<file path="src/rtl/vga_if.sv">
// Pixel request / colour return and registered DAC-side outputs of the VGA timing generator.
// master = timing generator, slave = colour stage plus DAC.
interface vga_if;
  logic [15:0] pix_data;
  logic [9:0]  pix_x;
  logic [9:0]  pix_y;
  logic        pix_req;
  logic        hsync;
  logic        vsync;
  logic [15:0] rgb;
  logic        rgb_valid;
  logic        frame_start;

  modport master (
    input  pix_data,
    output pix_x, pix_y, pix_req, hsync, vsync, rgb, rgb_valid, frame_start
  );

  modport slave (
    output pix_data,
    input  pix_x, pix_y, pix_req, hsync, vsync, rgb, rgb_valid, frame_start
  );
endinterface

</file>
<file path="src/rtl/vga_timing_gen.sv">
// 640x480@60 VGA timing: pix_x/pix_y requested one clock ahead, colour and syncs registered together.
// Latency pix_x/pix_y -> rgb is 1 clock; free-running, no backpressure (pix_data must answer combinationally).
module vga_timing_gen #(
  parameter logic [9:0] H_SYNC   = 10'd96,
  parameter logic [9:0] H_BACK   = 10'd48,
  parameter logic [9:0] H_VALID  = 10'd640,
  parameter logic [9:0] H_FRONT  = 10'd16,
  parameter logic [9:0] V_SYNC   = 10'd2,
  parameter logic [9:0] V_BACK   = 10'd33,
  parameter logic [9:0] V_VALID  = 10'd480,
  parameter logic [9:0] V_FRONT  = 10'd10,
  parameter logic       SYNC_POL = 1'b0
) (
  input  logic  vga_clk,
  input  logic  sys_rst_n,
  vga_if.master vga
);

  localparam logic [9:0] H_TOTAL  = H_SYNC + H_BACK + H_VALID + H_FRONT;
  localparam logic [9:0] V_TOTAL  = V_SYNC + V_BACK + V_VALID + V_FRONT;
  localparam logic [9:0] HS       = H_SYNC + H_BACK;
  localparam logic [9:0] VS       = V_SYNC + V_BACK;
  // Request window leads the visible window by one clock horizontally.
  localparam logic [9:0] H_REQ_LO = HS - 10'd1;
  localparam logic [9:0] H_REQ_HI = HS + H_VALID - 10'd2;
  localparam logic [9:0] V_REQ_HI = VS + V_VALID - 10'd1;

  logic [9:0] cnt_h;
  logic [9:0] cnt_v;
  logic       pix_req;

  always_ff @(posedge vga_clk or negedge sys_rst_n) begin
    if (!sys_rst_n) begin
      cnt_h <= '0;
      cnt_v <= '0;
    end else if (cnt_h == H_TOTAL - 10'd1) begin
      cnt_h <= '0;
      cnt_v <= (cnt_v == V_TOTAL - 10'd1) ? 10'd0 : cnt_v + 10'd1;
    end else begin
      cnt_h <= cnt_h + 10'd1;
    end
  end

  assign pix_req = (cnt_h >= H_REQ_LO) && (cnt_h <= H_REQ_HI) &&
                   (cnt_v >= VS)       && (cnt_v <= V_REQ_HI);

  assign vga.pix_req = pix_req;
  assign vga.pix_x   = pix_req ? (cnt_h - H_REQ_LO) : 10'h3FF;
  assign vga.pix_y   = pix_req ? (cnt_v - VS)       : 10'h3FF;

  // pix_data is only looked at inside the request window so X from the colour stage never leaks.
  always_ff @(posedge vga_clk or negedge sys_rst_n) begin
    if (!sys_rst_n) begin
      vga.rgb         <= '0;
      vga.rgb_valid   <= 1'b0;
      vga.hsync       <= ~SYNC_POL;
      vga.vsync       <= ~SYNC_POL;
      vga.frame_start <= 1'b0;
    end else begin
      vga.rgb         <= pix_req ? vga.pix_data : 16'h0000;
      vga.rgb_valid   <= pix_req;
      vga.hsync       <= (cnt_h < H_SYNC) ? SYNC_POL : ~SYNC_POL;
      vga.vsync       <= (cnt_v < V_SYNC) ? SYNC_POL : ~SYNC_POL;
      vga.frame_start <= (cnt_h == 10'd0) && (cnt_v == 10'd0);
    end
  end

endmodule
</file>
<file path="src/flat_wrapper.sv">
// flat-port wrapper written by rule: the top's interface ports become plain ports
module vga_timing_gen_flat 
#(
  parameter logic [9:0] H_SYNC   = 10'd96,
  parameter logic [9:0] H_BACK   = 10'd48,
  parameter logic [9:0] H_VALID  = 10'd640,
  parameter logic [9:0] H_FRONT  = 10'd16,
  parameter logic [9:0] V_SYNC   = 10'd2,
  parameter logic [9:0] V_BACK   = 10'd33,
  parameter logic [9:0] V_VALID  = 10'd480,
  parameter logic [9:0] V_FRONT  = 10'd10,
  parameter logic       SYNC_POL = 1'b0
)
  (vga_clk, sys_rst_n, vga_pix_data, vga_pix_x, vga_pix_y, vga_pix_req, vga_hsync, vga_vsync, vga_rgb, vga_rgb_valid, vga_frame_start);
  vga_if vga_i ();
  input  logic vga_clk;
  input  logic sys_rst_n;
  input wire logic [$bits(vga_i.pix_data)-1:0] vga_pix_data;
  output wire logic [$bits(vga_i.pix_x)-1:0] vga_pix_x;
  output wire logic [$bits(vga_i.pix_y)-1:0] vga_pix_y;
  output wire logic [$bits(vga_i.pix_req)-1:0] vga_pix_req;
  output wire logic [$bits(vga_i.hsync)-1:0] vga_hsync;
  output wire logic [$bits(vga_i.vsync)-1:0] vga_vsync;
  output wire logic [$bits(vga_i.rgb)-1:0] vga_rgb;
  output wire logic [$bits(vga_i.rgb_valid)-1:0] vga_rgb_valid;
  output wire logic [$bits(vga_i.frame_start)-1:0] vga_frame_start;
  assign vga_i.pix_data = vga_pix_data;
  assign vga_pix_x = vga_i.pix_x;
  assign vga_pix_y = vga_i.pix_y;
  assign vga_pix_req = vga_i.pix_req;
  assign vga_hsync = vga_i.hsync;
  assign vga_vsync = vga_i.vsync;
  assign vga_rgb = vga_i.rgb;
  assign vga_rgb_valid = vga_i.rgb_valid;
  assign vga_frame_start = vga_i.frame_start;
  vga_timing_gen #(.H_SYNC(H_SYNC), .H_BACK(H_BACK), .H_VALID(H_VALID), .H_FRONT(H_FRONT), .V_SYNC(V_SYNC), .V_BACK(V_BACK), .V_VALID(V_VALID), .V_FRONT(V_FRONT), .SYNC_POL(SYNC_POL)) u_core (.vga_clk(vga_clk), .sys_rst_n(sys_rst_n), .vga(vga_i));
endmodule
</file>
<file path="config.mk">
export PLATFORM = sky130hd
export DESIGN_NAME = vga_timing_gen_flat
export DESIGN_NICKNAME = d
export VERILOG_FILES = /design/src/rtl/vga_if.sv /design/src/rtl/vga_timing_gen.sv /design/src/flat_wrapper.sv
export SDC_FILE = /design/constraint.sdc
export NUM_CORES = 1
export LEC_CHECK = 0
export ABC_AREA = 1
export BUFFER_PORTS_ARGS = -buffer_cell sky130_fd_sc_hd__buf_2
export CELL_PAD_IN_SITES_DETAIL_PLACEMENT = 1
export CELL_PAD_IN_SITES_GLOBAL_PLACEMENT = 2
export CORE_MARGIN = 2
export CORE_UTILIZATION = 30
export CTS_BUF_LIST = sky130_fd_sc_hd__clkbuf_2
export DETAILED_ROUTE_END_ITERATION = 16
export PLACE_DENSITY_LB_ADDON = 0.1
export SLEW_MARGIN = 20
export SYNTH_ARGS = -nofsm -noshare
export SYNTH_HDL_FRONTEND = slang
export SYNTH_SLANG_ARGS = --single-unit
</file>
<file path="constraint.sdc">
create_clock -name vga_clk -period 2 [get_ports vga_clk]
set_input_delay 0.5 -clock vga_clk [delete_from_list [all_inputs] [get_ports vga_clk]]
set_output_delay 0.5 -clock vga_clk [all_outputs]
set_load 0.05 [all_outputs]
</file>
==> results.json, run 1 <==
{
  "finalCritPeriodShare": 1.27,
  "synthCells": 318,
  "final_nets": 464,
  "fill_cells": 991,
  "num_rows": 32,
  "clock_path_buffers": 2,
  "violations": "setup timing",
  "required_ns": 1.50,
  "synth_enable_flop_cells": 0,
  "final_area_um2": 3470,
  "vdd_ir_drop_max_uv": 190,
  "drive_above_1_share": 0.391,
  "hold_viol_final": 0,
  "rr_worst_depth": 8,
  "grt_pass1_wl_um": 12000,
  "grt_max_degree": 17,
  "grt_pass1_vias": 2640,
  "r2r-start": "u_core.cnt_h[1]",
  "synthToLayoutAreaGrowth_pct": 49.0,
  "synth_ff_type": "dfrtp_1",
  "regArea_um2": 1000,
  "clk_latency_ns": 0.41,
  "mostFrequentLayoutCell": "nand2_1",
  "powerDensity_nw_per_um2": 353,
  "synth_adder_area_share": 0.0215,
  "io_pins": 59,
  "viasPerCell": 4.42,
  "dr.pass1.iters": 4,
  "critPathLaunchType": "register",
  "crit_path_cell_trace": "buf_6 > nor2_4 > nand2_1 > nor2_1 > nand2_1 > nand3_2 > nand2_2 > nor2_4 > buf_6 > nand2_1 > buf_6",
  "wl_um": 7200,
  "ys_types": 25,
  "synthXorXnorAreaFrac": 0.0490,
  "finish.utilization": 0.456,
  "muxShareOfSynthArea": 0,
  "cp.arrival_ns": 2.04,
  "final.setup.worst_slack_ns": -0.535,
  "yosys_warnings": 0,
  "grt_use_total": 0.179,
  "timing.rr.end": "u_core.cnt_v[7]",
  "synth_area_um2": 2330,
  "htreeDepth": 2,
  "worst_slew_pin_slew_ns": 0.402,
  "fp.coreArea_um2": 7610,
  "slew_viol_final": 0,
  "path_delay_family": "simple AND/OR/NAND/NOR gates",
  "period_needed_ns": 2.54,
  "multi_input_area_um2": 1130,
  "crit_buf_inv": 3,
  "min_path_type": "input port to register",
  "hpwl_um": 5750,
  "antenna_found_initial": 0,
  "start_util": 0.306,
  "drc": 0,
  "syn_avg_cell_area_um2": 7.31,
  "cts_buffers": 5,
  "finalSetupViolCount": 21,
  "rsz0062_at_grt": "true",
  "via_count": 2407,
  "die_x_um": 92.1,
  "regToRegSetupSlack_ns": 0.27,
  "min_delay_path_depth": 3,
  "clkTransAtPathRegs_ns": 0.22,
  "synth_seq_cells": 40,
  "endpoint_kind": "output port",
  "die_area_um2": 8470,
  "die_h_um": 92.1,
  "synth_compound_area_frac": 0.0334,
  "timing.setup.critical_path_class": "register to output port",
  "ant_nets": 0,
  "maxCapViolations": 0,
  "synth-simple-area-share": 0.343,
  "drt_iter0_drc": 57,
  "slew_headroom": 0.732,
  "seq_area_frac_synth": 0.431,
  "status": "finished with violations",
  "cts_tree": "built",
  "gp_congestion": 0.878,
  "syn_nets": 340,
  "final.setup.tns_ns": -10.68,
  "wl_per_cell_um": 13.2,
  "grt.overflow.total": 0,
  "portBuffers": 58,
  "cts.sinks": 40,
  "dpl_cell_area_um2": 3190,
  "min_to": "u_core.vga.rgb[13]",
  "crit_fanout": 8,
  "max_stage_delay_ns": 0.50,
  "root_buffer": "clkbuf_2",
  "layout_common_cells": "nand2_1 (71), buf_4 (62), inv_1 (56)",
  "critPathSlowestCell": "dfrtp_2",
  "n_antenna_cell": 0,
  "holdWs_ns": 0.260,
  "synthArstFlopShare": 1.00,
  "dp_slack_ns": -0.203,
  "min_from": "vga_pix_data[13]",
  "p_leak_nw": 1.98,
  "finClkSkew_ns": 0.0211,
  "timing.fmax_mhz": 394,
  "synth_top_family_by_area": "simple AND/OR/NAND/NOR gates"
}
flip-flops by register name, indices dropped and copies added, names as in the netlist:
signal                  count
u_core.vga.hsync            1
u_core.vga.rgb             16
u_core.cnt_h               10
u_core.cnt_v               10
u_core.vga.rgb_valid        1
u_core.vga.frame_start      1
u_core.vga.vsync            1
cells in the mapped netlist (2+ instances only):
cell type,instances,area share
nand2_1,84,0.14
inv_1,56,0.090
nor2_1,47,0.076
dfrtp_1,38,0.41
nand3_1,16,0.034
xor2_1,11,0.041
nor3_1,9,0.019
a21oi_1,7,0.015
nand4_1,7,0.019
nor2_2,5,0.013
o21ai_0,5,0.011
buf_6,4,0.019
ha_1,4,0.022
nand2_2,4,0.011
inv_2,3,0.0048
nand3_2,3,0.013
nor2_4,3,0.015
clkbuf_1,2,0.0032
dfstp_2,2,0.023
o22ai_1,2,0.0054
xnor2_1,2,0.0075
report_power, final:
group          internal [W]  switching (W)
clock             0.0000771       0.000291
sequential         0.000810              0
combinational     0.0000176      0.0000260
layer usage:
metal,track usage,up-vias,share of wire
met3,0.0296,13,0.022
met5,0,-,0
met2,0.330,34,0.52
met4,0.0622,0,0.024
li1,-,1201,-
met1,0.209,1159,0.43
layout make-up:
cell class                      count  area share
Clock inverter                      2     0.00361
Multi-Input combinational cell    211       0.325
Inverter                           60      0.0650
Clock buffer                        5     0.00722
Timing Repair Buffer              124       0.272
Tap cell                          102      0.0368
Sequential cell                    40       0.290
worst register-to-register path, delay by kind of cell, from the launching register on:
| family | cells | cell delay [ns] |
|---|---|---|
| buffers and inverters | 2 | 0.30 |
| adders and majority gates | 1 | 0.21 |
| and+or+nand+nor | 4 | 0.53 |
| xor gates and xnor gates | 1 | 0.17 |
| DFF | 1 | 0.41 |
worst max-delay path by stage:
| stage | depth (start not counted) | slack (ns) | from | endpoint |
|---|---|---|---|---|
| floorplan | 9 | -0.10 | u_core.cnt_h[0] | vga_pix_y[0] |
| global placement | 10 | -0.16 | u_core.cnt_h[0] | vga_pix_x[9] |
| detailed placement | 9 | -0.20 | u_core.cnt_v[0] | vga_pix_y[2] |
| CTS | 11 | -0.57 | u_core.cnt_v[3] | vga_pix_y[1] |
| global route | 10 | -0.72 | u_core.cnt_h[4] | vga_pix_x[9] |
| finish | 11 | -0.54 | u_core.cnt_v[3] | vga_pix_y[2] |
kinds of logic (layout without fill, tap and decap cells):
group,count (synthesis),in the layout
AOI/OAI and AO/OA,15,15
xor gates and xnor gates,13,13
adders and majority gates,4,4
buffers and inverters,67,191
DFF,40,40
and+or+nand+nor,179,179
what timing repair did:
action / 4_1_cts / 5_1_grt
hold endpoints to repair: 12 / 0
endpoints found under the setup margin: 21 / 21
hold buffers: 1 / 0
setup buffers: 4 / 0
pin swaps: 1 / 0
resized for setup: 58 / 4
per-stage QoR:
| stage | instances | total power (W) |
|---|---|---|
| after CTS | 544 | 0.00125 |
| final | 544 | 0.00122 |
| after floorplan | 318 | 0.000830 |
| after global placement | 532 | 0.000867 |
| after detailed placement | 532 | 0.000868 |
| after global routing | 544 | 0.00128 |
(Power assumes the default switching activity.)
==> inputs of run 2 (changes only) <==
--- a/config.mk
+++ b/config.mk
@@ -7,6 +7,7 @@
 export LEC_CHECK = 0
 export ABC_AREA = 1
 export BUFFER_PORTS_ARGS = -buffer_cell sky130_fd_sc_hd__buf_2
+export CAP_MARGIN = 30
 export CELL_PAD_IN_SITES_DETAIL_PLACEMENT = 1
 export CELL_PAD_IN_SITES_GLOBAL_PLACEMENT = 2
 export CORE_MARGIN = 2
==> constraint.sdc (replaced) <==
create_clock -name vga_clk -period 2.7 [get_ports vga_clk]
set_input_delay 0.675 -clock vga_clk [delete_from_list [all_inputs] [get_ports vga_clk]]
set_output_delay 0.675 -clock vga_clk [all_outputs]
set_load 0.05 [all_outputs]
==> results.json, run 2 (synthesis gave the netlist of run 1 again) <==
{
  "status": "finished with violations",
  "violations": "setup timing",
  "hpwl_um": 5210,
  "cts_buffers": 5,
  "largest_reg_flops": 16,
  "start_util": 0.306,
  "p_switching_w": 0.000235,
  "crit_fanout": 7,
  "viasPerCell": 4.45,
  "vdd_ir_drop_max_uv": 132,
  "die_h_um": 92.1,
  "finalSetupViolCount": 21,
  "grt.overflow.total": 0,
  "cp.arrival_ns": 2.08,
  "dr.pass1.iters": 3,
  "die_area_um2": 8470,
  "hold_viol_final": 0,
  "rsz0062_at_grt": "true",
  "p_comb_frac": 0.033,
  "powerDensity_nw_per_um2": 269,
  "mostFrequentLayoutCell": "nand2_1",
  "finClkSkew_ns": 0.0219,
  "final_cell_count_no_fill": 514,
  "timing.fmax_mhz": 363,
  "grt_pass1_wl_um": 11600,
  "gp_congestion": 0.837,
  "seq_power_share": 0.662,
  "timing.setup.critical_path_class": "register to output port",
  "io_pins": 59,
  "clkPwrFrac": 0.305,
  "p_leak_nw": 1.90,
  "top_regs": "u_core.vga.rgb x16, u_core.cnt_h x10, u_core.cnt_v x10",
  "slew_viol_final": 0,
  "antenna_found_initial": 0,
  "final_nets": 433,
  "clock_path_buffers": 2,
  "worst_slew_pin_slew_ns": 0.489,
  "critPathLaunchType": "register",
  "finalCritPeriodShare": 1.02,
  "portBuffers": 58,
  "die_x_um": 92.1,
  "drive_above_1_share": 0.413,
  "fp.coreArea_um2": 7610,
  "grt_use_total": 0.174,
  "grt_pass1_vias": 2358,
  "synthToLayoutAreaGrowth_pct": 44.8,
  "num_rows": 32,
  "switching_share": 0.259,
  "required_ns": 2.03,
  "regMostFlops": "u_core.vga.rgb",
  "endpoint_kind": "output port",
  "via_count": 2285,
  "period_needed_ns": 2.76,
  "root_buffer": "clkbuf_2",
  "cts_tree": "built",
  "wl_um": 7180,
  "drc": 0,
  "maxCapViolations": 0,
  "ant_nets": 0,
  "final.setup.worst_slack_ns": -0.0579,
  "holdWs_ns": 0.153,
  "layout_common_cells": "nand2_1 (58), inv_1 (55), nor2_1 (41)",
  "drt_iter0_drc": 45,
  "cts.sinks": 40,
  "p_int_w": 0.000671,
  "slew_headroom": 0.671,
  "n_antenna_cell": 0,
  "clk_latency_ns": 0.42,
  "clkTransAtPathRegs_ns": 0.23,
  "dp_cells": 482,
  "grt_max_degree": 23,
  "wl_per_cell_um": 14.0,
  "htreeDepth": 2,
  "min_path_type": "input port to async pin"
}
[run 2: changes by cell type in the layout (fill, tap and decap cells not counted), sizes merged]
| cell | previous run | this run |
|---|---|---|
| dlygate4sd3 | 1 | 0 |
| buf | 123 | 93 |
| clkinvlp | 1 | 2 |
[run 2: critical path: stages, from the launching register on]
cell and delay (ns):
dfrtp_2 0.48, nor2_4 0.17, nand2_2 0.09, nor2_4 0.13, nand2_2 0.06, nand3_2 0.08
nand2_2 0.07, nor2_4 0.17, buf_8 0.19, nand2_2 0.06, buf_6 0.15
[run 2: metal layers]
| metal | vias to the layer above | GRT usage | share of wire |
|---|---|---|---|
| met2 | 27 | 0.324 | 0.55 |
| met5 | - | 0 | 0 |
| li1 | 1145 | - | - |
| met3 | 8 | 0.0247 | 0.019 |
| met1 | 1105 | 0.208 | 0.41 |
| met4 | 0 | 0.0448 | 0.013 |
[run 2: worst paths after layout]
check                           slack [ns]             from                 to  depth (start not counted)
worst max-delay path                 -0.06  u_core.cnt_v[4]       vga_pix_x[8]                         10
min in group vga_clk                  0.43  vga_pix_data[4]  u_core.vga.rgb[4]                          3
max in group asynchronous             1.81        sys_rst_n   u_core.vga.hsync                          2
worst max register to register        0.86  u_core.cnt_h[1]    u_core.cnt_v[4]                          8
worst min register to register        0.57  u_core.cnt_v[8]    u_core.cnt_v[8]                          2
worst min-delay path                  0.15        sys_rst_n    u_core.cnt_v[6]                          1
[run 2: metrics by stage]
stage / power, W / instance area [um2] / utilization / setup TNS [ns] / setup slack (ns)
CTS: 0.000933 / 3180 / 0.418 / -2.57 / -0.139
global placement: 0.000641 / 2780 / 0.366 / 0 / 0.241
detailed placement: 0.000642 / 2780 / 0.366 / 0 / 0.186
floorplan: 0.000615 / 2330 / - / 0 / 0.377
global route: 0.000949 / 3370 / 0.443 / -3.44 / -0.177
finish: 0.000906 / 3370 / 0.443 / -0.845 / -0.0579
[run 2: final cells by class]
cell class,instances,area (um2)
fill,955,4240
multi-input combinational,211,1220
sequential,40,1020
timing repair buffer,93,733
inverter,60,228
tap,102,128
clock buffer,5,25.0
clock inverter,3,18.8
[run 2: repair_timing]
item	4_1_cts	5_1_grt
pin swaps	6	10
setup endpoints to repair	21	21
gates resized for setup	80	41
hold buffers	0	0
cloned	1	0
buffers inserted	11	15
[run 2: power by group through the flow]
| stage | Sequential [W] | Combinational (W) | Clock (W) |
|---|---|---|---|
| 2_1_floorplan | 0.000611 | 0.00000452 | 0 |
| 3_3_place_gp | 0.000610 | 0.0000306 | 0 |
| 3_5_place_dp | 0.000610 | 0.0000314 | 0 |
| 4_1_cts | 0.000601 | 0.0000315 | 0.000301 |
| 5_1_grt | 0.000601 | 0.0000350 | 0.000313 |
| 6_report | 0.000600 | 0.0000295 | 0.000276 |
==> inputs of run 3 (changes only) <==
--- a/config.mk
+++ b/config.mk
@@ -15,6 +15,7 @@
 export CTS_BUF_LIST = sky130_fd_sc_hd__clkbuf_2
 export DETAILED_ROUTE_END_ITERATION = 16
 export PLACE_DENSITY_LB_ADDON = 0.1
+export SKIP_LAST_GASP = 1
 export SLEW_MARGIN = 20
 export SYNTH_ARGS = -nofsm -noshare
 export SYNTH_HDL_FRONTEND = slang
==> results.json, run 3 (synthesis gave the netlist of run 1 again) <==
{
  "max_stage_delay_ns": 0.48,
  "clk_latency_ns": 0.40,
  "critPathLaunchType": "register",
  "min_path_type": "input port to async pin",
  "gp_congestion": 0.837,
  "timing.setup.critical_path_class": "register to output port",
  "regMostFlops": "u_core.vga.rgb",
  "start_util": 0.306,
  "die_x_um": 92.1,
  "hpwl_um": 5210,
  "grt_max_degree": 23,
  "critPathLaunch": "u_core.cnt_v[4]",
  "grt_pass1_vias": 2358,
  "drt_iter0_drc": 41,
  "crit_fanout": 7,
  "finalSetupViolCount": 20,
  "ant_nets": 0,
  "finClkSkew_ns": 0.0198,
  "cpMostUsedCell": "nand2_2",
  "synthToLayoutAreaGrowth_pct": 44.7,
  "final.setup.worst_slack_ns": -0.0317,
  "worst_slew_pin_slew_ns": 0.488,
  "power_w": 0.000902,
  "cp.arrival_ns": 2.06,
  "clock_path_buffers": 2,
  "cts.sinks": 40,
  "required_ns": 2.03,
  "dpl_cell_area_um2": 2780,
  "timing.fmax_mhz": 366,
  "antenna_found_initial": 0,
  "critPathSlowestCell": "dfrtp_2",
  "htreeDepth": 2,
  "regArea_um2": 1020,
  "n_antenna_cell": 0,
  "final_area_um2": 3370,
  "portBuffers": 58,
  "slew_headroom": 0.672,
  "fp.coreArea_um2": 7610,
  "finish.utilization": 0.442,
  "maxCapViolations": 0,
  "root_buffer": "clkbuf_2",
  "wl_um": 7190,
  "die_area_um2": 8470,
  "grt.overflow.total": 0,
  "largest_reg_flops": 16,
  "p_leak_nw": 1.89,
  "hold_viol_final": 0,
  "vdd_ir_drop_max_uv": 132,
  "layout_common_cells": "nand2_1 (58), inv_1 (53), nor2_1 (41)",
  "num_rows": 32,
  "violations": "setup timing",
  "path_delay_family": "simple AND/OR/NAND/NOR gates",
  "slew_viol_final": 0,
  "finalCritPeriodShare": 1.01,
  "mostFrequentLayoutCell": "nand2_1",
  "final_nets": 434,
  "dr.pass1.iters": 4,
  "top_regs": "u_core.vga.rgb x16, u_core.cnt_h x10, u_core.cnt_v x10",
  "endpoint_kind": "output port",
  "rsz0062_at_grt": "true",
  "grt_pass1_wl_um": 11600,
  "crit_path_cell_trace": "nor2_4 > nand2_2 > nor2_4 > nand2_2 > nand3_2 > nand2_2 > nor2_4 > buf_8 > nand2_2 > buf_6",
  "viasPerCell": 4.43,
  "powerDensity_nw_per_um2": 268,
  "fill_cells": 956,
  "crit_buf_inv": 2,
  "status": "finished with violations",
  "multi_input_area_um2": 1210,
  "period_needed_ns": 2.73,
  "clkTransAtPathRegs_ns": 0.23,
  "cts_buffers": 5,
  "io_pins": 59,
  "holdWs_ns": 0.168,
  "grt_use_total": 0.174,
  "die_h_um": 92.1,
  "drc": 0,
  "cts_tree": "built",
  "wl_per_cell_um": 14.0,
  "via_count": 2279,
  "r2r-start": "u_core.cnt_h[1]",
  "drive_above_1_share": 0.419
}
## run 3: cell count changes in the layout (fill, tap and decap cells not counted)
cell,change
nand2_2,+1
inv_1,-2
buf_6,+3
buf_8,-2
inv_2,+2
nand2_4,-1
## run 3: metrics by stage
step           std cells  TNS (ns)  setup slack (ns)
4_1_cts              502     -2.57            -0.139
3_3_place_gp         482         0             0.241
2_1_floorplan        318         0             0.377
6_report             515    -0.444           -0.0317
5_1_grt              515     -3.08            -0.159
3_5_place_dp         482         0             0.186
## run 3: power by group
part	switching, W	internal (W)
combinational	0.0000185	0.0000112
sequential	0	0.000600
clock	0.000212	0.0000600
total	0.000230	0.000671
## run 3: worst reg2reg max path, stage by stage (launching register included)
cell	delay [ns]
dfrtp_1	0.42
ha_2	0.22
nand2_1	0.08
nor2_2	0.19
inv_1	0.12
nor2_4	0.29
inv_1	0.21
o21ai_0	0.20
a21oi_1	0.06
## run 3: per-layer routing
metal / wire (um) / vias to the layer above / GRT usage
li1: - / 1145 / -
met1: 2960 / 1105 / 0.208
met2: 4020 / 25 / 0.324
met3: 133 / 4 / 0.0247
met4: 69 / 0 / 0.0448
met5: 0 / - / 0
## run 3: worst paths after layout
check                                          to  slack [ns]  cells after the start
worst max-delay path                 vga_pix_x[8]       -0.03                     10
worst min-delay path              u_core.cnt_v[6]        0.17                      1
worst max register to register    u_core.cnt_v[4]        0.87                      8
worst min register to register    u_core.cnt_v[8]        0.58                      2
max in group asynchronous        u_core.vga.hsync        1.79                      2
min in group vga_clk            u_core.vga.rgb[4]        0.45                      3
## run 3: timing repair
item                       4_1_cts  5_1_grt
buffers inserted                11       16
pin swaps                        6       10
setup endpoints to repair       21       21
cloned                           1        0
gates resized for setup         79       42
hold buffers                     0        0
## run 3: area by class of cell
class                   instances  share of cell area
inverters                      60              0.0677
repair buffers                 94               0.219
clock inverters                 3             0.00558
well taps                     102              0.0379
flip-flops and latches         40               0.302
clock buffers                   5             0.00743
multi-input cells             211               0.361
